--- config.mk ---
export PLATFORM = sky130hd
export DESIGN_NAME = bt_uart_core
export DESIGN_NICKNAME = d
export VERILOG_FILES = /design/src/rtl/bt_uart_core.sv
export SDC_FILE = /design/constraint.sdc
export NUM_CORES = 1
export LEC_CHECK = 0
export BUFFER_PORTS_ARGS = -buffer_cell sky130_fd_sc_hd__buf_2
export CAP_MARGIN = 20
export CORE_ASPECT_RATIO = 1.5
export CORE_MARGIN = 1.5
export CORE_UTILIZATION = 65
export CTS_BUF_LIST = sky130_fd_sc_hd__clkbuf_4 sky130_fd_sc_hd__clkbuf_8
export CTS_CLUSTER_DIAMETER = 60
export DETAILED_ROUTE_END_ITERATION = 8
export PLACE_DENSITY = 0.88
export REMOVE_ABC_BUFFERS = 1
export SYNTH_ARGS = -nofsm -noshare
export SYNTH_HDL_FRONTEND = slang
export SYNTH_SLANG_ARGS = --single-unit
--- constraint.sdc ---
create_clock -name clk -period 3.5 [get_ports clk]
set_input_delay 0.7 -clock clk [delete_from_list [all_inputs] [get_ports clk]]
set_output_delay 0.7 -clock clk [all_outputs]
set_load 0.1 [all_outputs]
--- src/rtl/bt_uart_core.sv ---
// bt_uart_core: byte UART with tx holding register and rx data register.
// Define BT_UART_PARITY_EN to add an even-parity bit and the parity_err output.
module bt_uart_core #(
  parameter int BAUD_DIV = 434
) (
  input  logic       clk,
  input  logic       rst,
  input  logic [7:0] data_in,
  input  logic       wen,
  input  logic       oen,
  output logic [7:0] data_out,
  output logic       rxrdy,
  output logic       txrdy,
  input  logic       rx,
  output logic       tx,
  output logic       framing_err,
`ifdef BT_UART_PARITY_EN
  output logic       parity_err,
`endif
  output logic       overflow
);
  typedef enum logic [2:0] {S_IDLE, S_START, S_DATA, S_PARITY, S_STOP} st_t;
`ifdef BT_UART_PARITY_EN
  localparam st_t AFTER_DATA = S_PARITY;
`else
  localparam st_t AFTER_DATA = S_STOP;
`endif
  localparam logic [15:0] LAST = 16'(BAUD_DIV - 1);
  localparam logic [15:0] MID = 16'(BAUD_DIV / 2 - 1);
  st_t tx_st_q, tx_st_d, rx_st_q, rx_st_d;
  logic [15:0] tx_cnt_q, tx_cnt_d, rx_cnt_q, rx_cnt_d;
  logic [2:0] tx_bit_q, tx_bit_d, rx_bit_q, rx_bit_d;
  logic [7:0] tx_sh_q, tx_sh_d, hold_q, hold_d, rx_sh_q, rx_sh_d, data_out_q, data_out_d;
  logic tx_par_q, tx_par_d, txrdy_q, txrdy_d, tx_q, tx_d;
  logic rx_s1_q, rx_s2_q, rx_prev_q, rxrdy_q, rxrdy_d, fe_q, fe_d, ovf_q, ovf_d;
  logic pbad_q, pbad_d, perr_q, perr_d;
  logic tx_end, rx_end, load;
  always_comb begin
    tx_st_d = tx_st_q;
    tx_bit_d = tx_bit_q;
    tx_sh_d = tx_sh_q;
    tx_par_d = tx_par_q;
    hold_d = hold_q;
    txrdy_d = txrdy_q;
    tx_end = tx_cnt_q == LAST;
    tx_cnt_d = (tx_st_q == S_IDLE || tx_end) ? 16'd0 : tx_cnt_q + 16'd1;
    if (!wen && txrdy_q) begin
      hold_d = data_in;
      txrdy_d = 1'b0;
    end
    case (tx_st_q)
      S_START:  tx_st_d = tx_end ? S_DATA : S_START;
      S_DATA: if (tx_end) begin
        tx_sh_d = tx_sh_q >> 1;
        tx_bit_d = tx_bit_q + 3'd1;
        tx_st_d = (tx_bit_q == 3'd7) ? AFTER_DATA : S_DATA;
      end
      S_PARITY: tx_st_d = tx_end ? S_STOP : S_PARITY;
      S_STOP:   tx_st_d = tx_end ? S_IDLE : S_STOP;
      default:  tx_st_d = S_IDLE;
    endcase
    // Loading straight out of a finished stop bit keeps back-to-back frames gapless.
    load = !txrdy_q && (tx_st_q == S_IDLE || (tx_st_q == S_STOP && tx_end));
    if (load) begin
      tx_st_d = S_START;
      tx_sh_d = hold_q;
      tx_par_d = ^hold_q;
      tx_bit_d = 3'd0;
      txrdy_d = 1'b1;
    end
    tx_d = tx_st_d == S_START ? 1'b0 : tx_st_d == S_DATA ? tx_sh_d[0] :
           tx_st_d == S_PARITY ? tx_par_d : 1'b1;
  end
  always_comb begin
    rx_st_d = rx_st_q;
    rx_bit_d = rx_bit_q;
    rx_sh_d = rx_sh_q;
    data_out_d = data_out_q;
    rxrdy_d = oen ? rxrdy_q : 1'b0;
    ovf_d = (!oen && rxrdy_q) ? 1'b0 : ovf_q;
    fe_d = fe_q;
    pbad_d = pbad_q;
    perr_d = perr_q;
    rx_end = rx_cnt_q == ((rx_st_q == S_START) ? MID : LAST);
    rx_cnt_d = (rx_st_q == S_IDLE || rx_end) ? 16'd0 : rx_cnt_q + 16'd1;
    case (rx_st_q)
      S_IDLE:  rx_st_d = (rx_prev_q && !rx_s2_q) ? S_START : S_IDLE;
      S_START: if (rx_end) begin
        rx_st_d = rx_s2_q ? S_IDLE : S_DATA;
        rx_bit_d = 3'd0;
      end
      S_DATA: if (rx_end) begin
        rx_sh_d = {rx_s2_q, rx_sh_q[7:1]};
        rx_bit_d = rx_bit_q + 3'd1;
        rx_st_d = (rx_bit_q == 3'd7) ? AFTER_DATA : S_DATA;
      end
      S_PARITY: if (rx_end) begin
        pbad_d = ^rx_sh_q ^ rx_s2_q;
        rx_st_d = S_STOP;
      end
      S_STOP: if (rx_end) begin
        rx_st_d = S_IDLE;
        // A byte arriving while the previous one is unread is dropped, not merged.
        if (rxrdy_q) ovf_d = 1'b1;
        else begin
          data_out_d = rx_sh_q;
          rxrdy_d = 1'b1;
          fe_d = !rx_s2_q;
          perr_d = pbad_q;
        end
      end
      default: rx_st_d = S_IDLE;
    endcase
  end
  always_ff @(posedge clk) begin
    if (rst) begin
      tx_st_q <= S_IDLE;
      tx_cnt_q <= '0;
      tx_bit_q <= '0;
      tx_sh_q <= '0;
      tx_par_q <= 1'b0;
      hold_q <= '0;
      txrdy_q <= 1'b1;
      tx_q <= 1'b1;
      rx_st_q <= S_IDLE;
      rx_cnt_q <= '0;
      rx_bit_q <= '0;
      rx_sh_q <= '0;
      rx_s1_q <= 1'b1;
      rx_s2_q <= 1'b1;
      rx_prev_q <= 1'b1;
      data_out_q <= '0;
      rxrdy_q <= 1'b0;
      fe_q <= 1'b0;
      ovf_q <= 1'b0;
      pbad_q <= 1'b0;
      perr_q <= 1'b0;
    end else begin
      tx_st_q <= tx_st_d;
      tx_cnt_q <= tx_cnt_d;
      tx_bit_q <= tx_bit_d;
      tx_sh_q <= tx_sh_d;
      tx_par_q <= tx_par_d;
      hold_q <= hold_d;
      txrdy_q <= txrdy_d;
      tx_q <= tx_d;
      rx_st_q <= rx_st_d;
      rx_cnt_q <= rx_cnt_d;
      rx_bit_q <= rx_bit_d;
      rx_sh_q <= rx_sh_d;
      rx_s1_q <= rx;
      rx_s2_q <= rx_s1_q;
      rx_prev_q <= rx_s2_q;
      data_out_q <= data_out_d;
      rxrdy_q <= rxrdy_d;
      fe_q <= fe_d;
      ovf_q <= ovf_d;
      pbad_q <= pbad_d;
      perr_q <= perr_d;
    end
  end
  assign data_out = data_out_q;
  assign rxrdy = rxrdy_q;
  assign txrdy = txrdy_q;
  assign tx = tx_q;
  assign framing_err = fe_q;
  assign overflow = ovf_q;
`ifdef BT_UART_PARITY_EN
  assign parity_err = perr_q;
`else
  logic unused_parity;
  assign unused_parity = ^{pbad_q, perr_q, tx_par_q};
`endif
endmodule

==> summary.md <==
| Metric | Value |
|---|---|
| Synth top area cells | dfxtp_1 (47%), mux2i_1 (8.9%), nor2_1 (8.2%), xnor2_1 (4.4%), xor2_1 (3.6%) |
| WL final | 6.458 mm |
| Required time of the critical path | 3770 ps |
| Compound-cell area share of the yosys netlist | ~8% |
| Count leader, synth | dfxtp_1 |
| Routed Antenna Nets | 0 |
| Adder-cell share of the synthesized area | about 2.4% |
| Initial antenna violation count | 0 |
| Power per cell area | between 400 and 500 nW/um^2 |
| DP Area | ~3800 um^2 |
| H-tree depth | 3 |
| I/O pin count | 26 |
| Maximum vdd drop | 0.3092 mV |
| Commonest cells in the synthesized netlist | dfxtp_1 (85), nor2_1 (79), mux2i_1 (32) |
| First-pass GRT wire length | 10.54 mm |
| Ys async rst share | 0% |
| Crit path max fanout | 13 |
| RD Place Congestion | 0.8805 |
| CP Capture Type | flip-flop |
| Post-synth top area share | 47.17% |
| Post-synthesis simple-gate area fraction | 22.82% |
| Max Clock Freq | 412.7 MHz |
| Post-Syn Area | 3607 um^2 |
| Area Growth Syn to Fin | 10.58% |
| Vias per inst | between 5 and 6 |
| Largest family of logic cells by synthesized area | simple AND/OR/NAND/NOR gates |
| Final hold viol count | 0 |
| Rel. slew slack | 42.01% |
| Maximum clock path buffer count | 2 |
| Avg Inst Size Synth | 9.202 um^2 |
| R2r startpoint | tx_cnt_q[11] |
| Register area share after synthesis | 47.17% |
| Setup Skew | a little under 7 ps |
| Final setup viols | 0 |
| Pre-CTS setup slack | roughly 1100 ps |
| Initial DRC Count | 159 |
| Power share of the combinational group | 6.3% |
| CP arrival | 2690 ps |
| Internal Power | 1.442 mW |
| Hold Crit Class | flip-flop to flip-flop |
| Xor/xnor share of the synthesized area | approximately 8% |
| Synth Flop Type | dfxtp_1 |
| Multiplexer share of the synthesized area | around 8.9% |
| Largest net degree at the start of global routing | 48 |
| Wire per inst | 13.21 um |
| Max Transition Viols Final | 0 |
| Sequential power share | about 53% |
| Setup CP Type | flip-flop to flip-flop |
| MaxCap Viol Count | 0 |
| Slowest stage delay, CP | slightly above 700 ps |
| Final worst-path setup slack | 1077 ps |
| DR vias | 2,732 |
| Vias in the first global route | 2,548 |
| NumNets Final | 434 |
| Post-Synthesis Cells | 392 |
| Post-synth EDFFs | 0 |
| Synth unique cells | 43 |
| Pleak | 1.471 nW |
| Post-DP HPWL | about 4.5 mm |
| Overall global routing resource usage | ~23% |
| Starting Density | 66.69% |
| Die area | 6015 um^2 |
| Final Cell Area | 3989 um^2 |
| CTS tree | done |
| Worst-skew pair later-pin latency | 360 ps |
| Die height | 94.24 um |
| Worst slew pin tran | 868.0 ps |
| Cell Rows | 33 |
| Num CTS Buffers | 9 |
| Clock power frac | 40.3% |
| CTS Sinks | 85 |
| Tcrit/Tclk final | about 70% |
| CTS resizes | 0 |
| Fin crit period | between 2000 and 2500 ps |
| TNS Setup | 0 ps |
| Register area | 1702 um^2 |
| CP cell instances | nor4_1, nand4_1, or3_1, mux2i_1, a211oi_1 |
| Chip width | roughly 64 um |
| Clock slew at reported path FFs | 80 ps |
| Reg-to-Reg End | tx_sh_q[5] |
| Final design utilization | 73.75% |
| Area leader, netlist | dfxtp_1 |
| Start point of the critical path | tx_cnt_q[11] |
| Hold Slack | 414.4 ps |
| Final std cells w/o fill | between 400 and 500 |
| Grt total ovfl | 0 |
| Pre-antenna DRT Iters | 5 |
| Switching share of power | 23.40% |
| Switch Pwr | 0.4404 mW |
| Area of the multi-input gates | about 1800 um^2 |
| Worst Reg2Reg Path Length in Cells | 5 |
| Post-CTS setup buffer count | 0 |
| Port Buffer Count | 25 |
| Residual DRC | 0 |
| Diode count | 0 |
| Syn. warnings | 0 |
| Fraction of layout cells with a size suffix above 1 | 12.41% |
| Status | finished clean |
| #FFs+latches synth | 85 |
| CORE AREA | 5409 um^2 |
| Slowest cell on crit path | or3_1 |
| Overall Power | roughly 1.9 mW |
| FILL cells | approximately 400 |
| RSZ-0062 raised after global routing | false |
| Dpl cells | about 470 |
| Post-CTS Hold Buffers | 0 |
| CP Launch Type | flip-flop |
| Critical Path End | tx_sh_q[5] |
| R2R setup slack | approximately 1100 ps |
| CTS root buf | clkbuf_8 |
-- cells in the final DEF, fill, tap and decap left out, drive strengths merged, types with 4 or more instances in the layout --
| master | n |
|---|---|
| buf | 28 |
| nor3 | 9 |
| inv | 10 |
| nor2 | 79 |
| dfxtp | 85 |
| ha | 7 |
| or3 | 7 |
| nand3 | 11 |
| mux2i | 32 |
| nand2 | 18 |
| xnor2 | 18 |
| nand2b | 5 |
| clkbuf | 9 |
| a211oi | 13 |
| nand4 | 10 |
| nor4 | 4 |
| o21ai | 10 |
| xor2 | 15 |
| a21oi | 11 |
-- flip-flops by register name, indices dropped and copies added (netlist names) --
signal / count
overflow: 1
rx_st_q: 3
rx_s1_q: 1
rx_bit_q: 3
rx_cnt_q: 16
tx_bit_q: 3
hold_q: 8
data_out: 8
tx_st_q: 3
tx_par_q: 1
rxrdy: 1
rx_prev_q: 1
rx_s2_q: 1
tx: 1
tx_cnt_q: 16
txrdy: 1
tx_sh_q: 8
rx_sh_q: 8
framing_err: 1
-- cell families after synthesis --
logic type | after synthesis
and+or+nand+nor | 168
DFF | 85
AOI/OAI and AO/OA | 43
xor gates and xnor gates | 33
muxes | 32
buffers and inverters | 24
adders and majority gates | 7
-- layout make-up --
type	count	share of cell area, %
Clock buffer	9	3.105
Clock inverter	7	2.415
Inverter	7	0.6587
Multi-Input combinational cell	283	45.26
Sequential cell	85	42.66
Tap cell	70	2.196
Timing Repair Buffer	28	3.701
-- worst max-delay path, delay by kind of cell, from the launching register on --
kind               cells  cell delay (ps)
AOI/OAI and AO/OA      1              260
muxes                  1              200
DFF                    1              370
and+or+nand+nor        3             1510
-- power by group through the flow --
stage / Sequential [mW] / Clock [mW] / Combinational [mW]
floorplan: 1.04 / 0 / 0.0707
global placement: 1.03 / 0 / 0.113
detailed placement: 1.03 / 0 / 0.118
CTS: 1.01 / 0.775 / 0.119
global route: 1.01 / 0.809 / 0.129
finish: 1.01 / 0.759 / 0.118
-- metal layers --
metal	vias to the layer above	global-route usage (%)	routed length, um
li1	1398	-	-
met1	1275	23.20	2740
met2	47	39.50	3360
met3	12	6.475	212
met4	0	13.95	145
met5	-	0	0
-- worst min-delay path by stage --
stage             from  endpoint  cells past startpoint
2_1_floorplan  rx_s1_q   rx_s2_q                      1
3_3_place_gp   rx_s1_q   rx_s2_q                      1
3_5_place_dp   rx_s1_q   rx_s2_q                      1
4_1_cts        rx_s1_q   rx_s2_q                      1
5_1_grt        rx_s1_q   rx_s2_q                      1
6_report       rx_s1_q   rx_s2_q                      1
(Power assumes the default switching activity.)
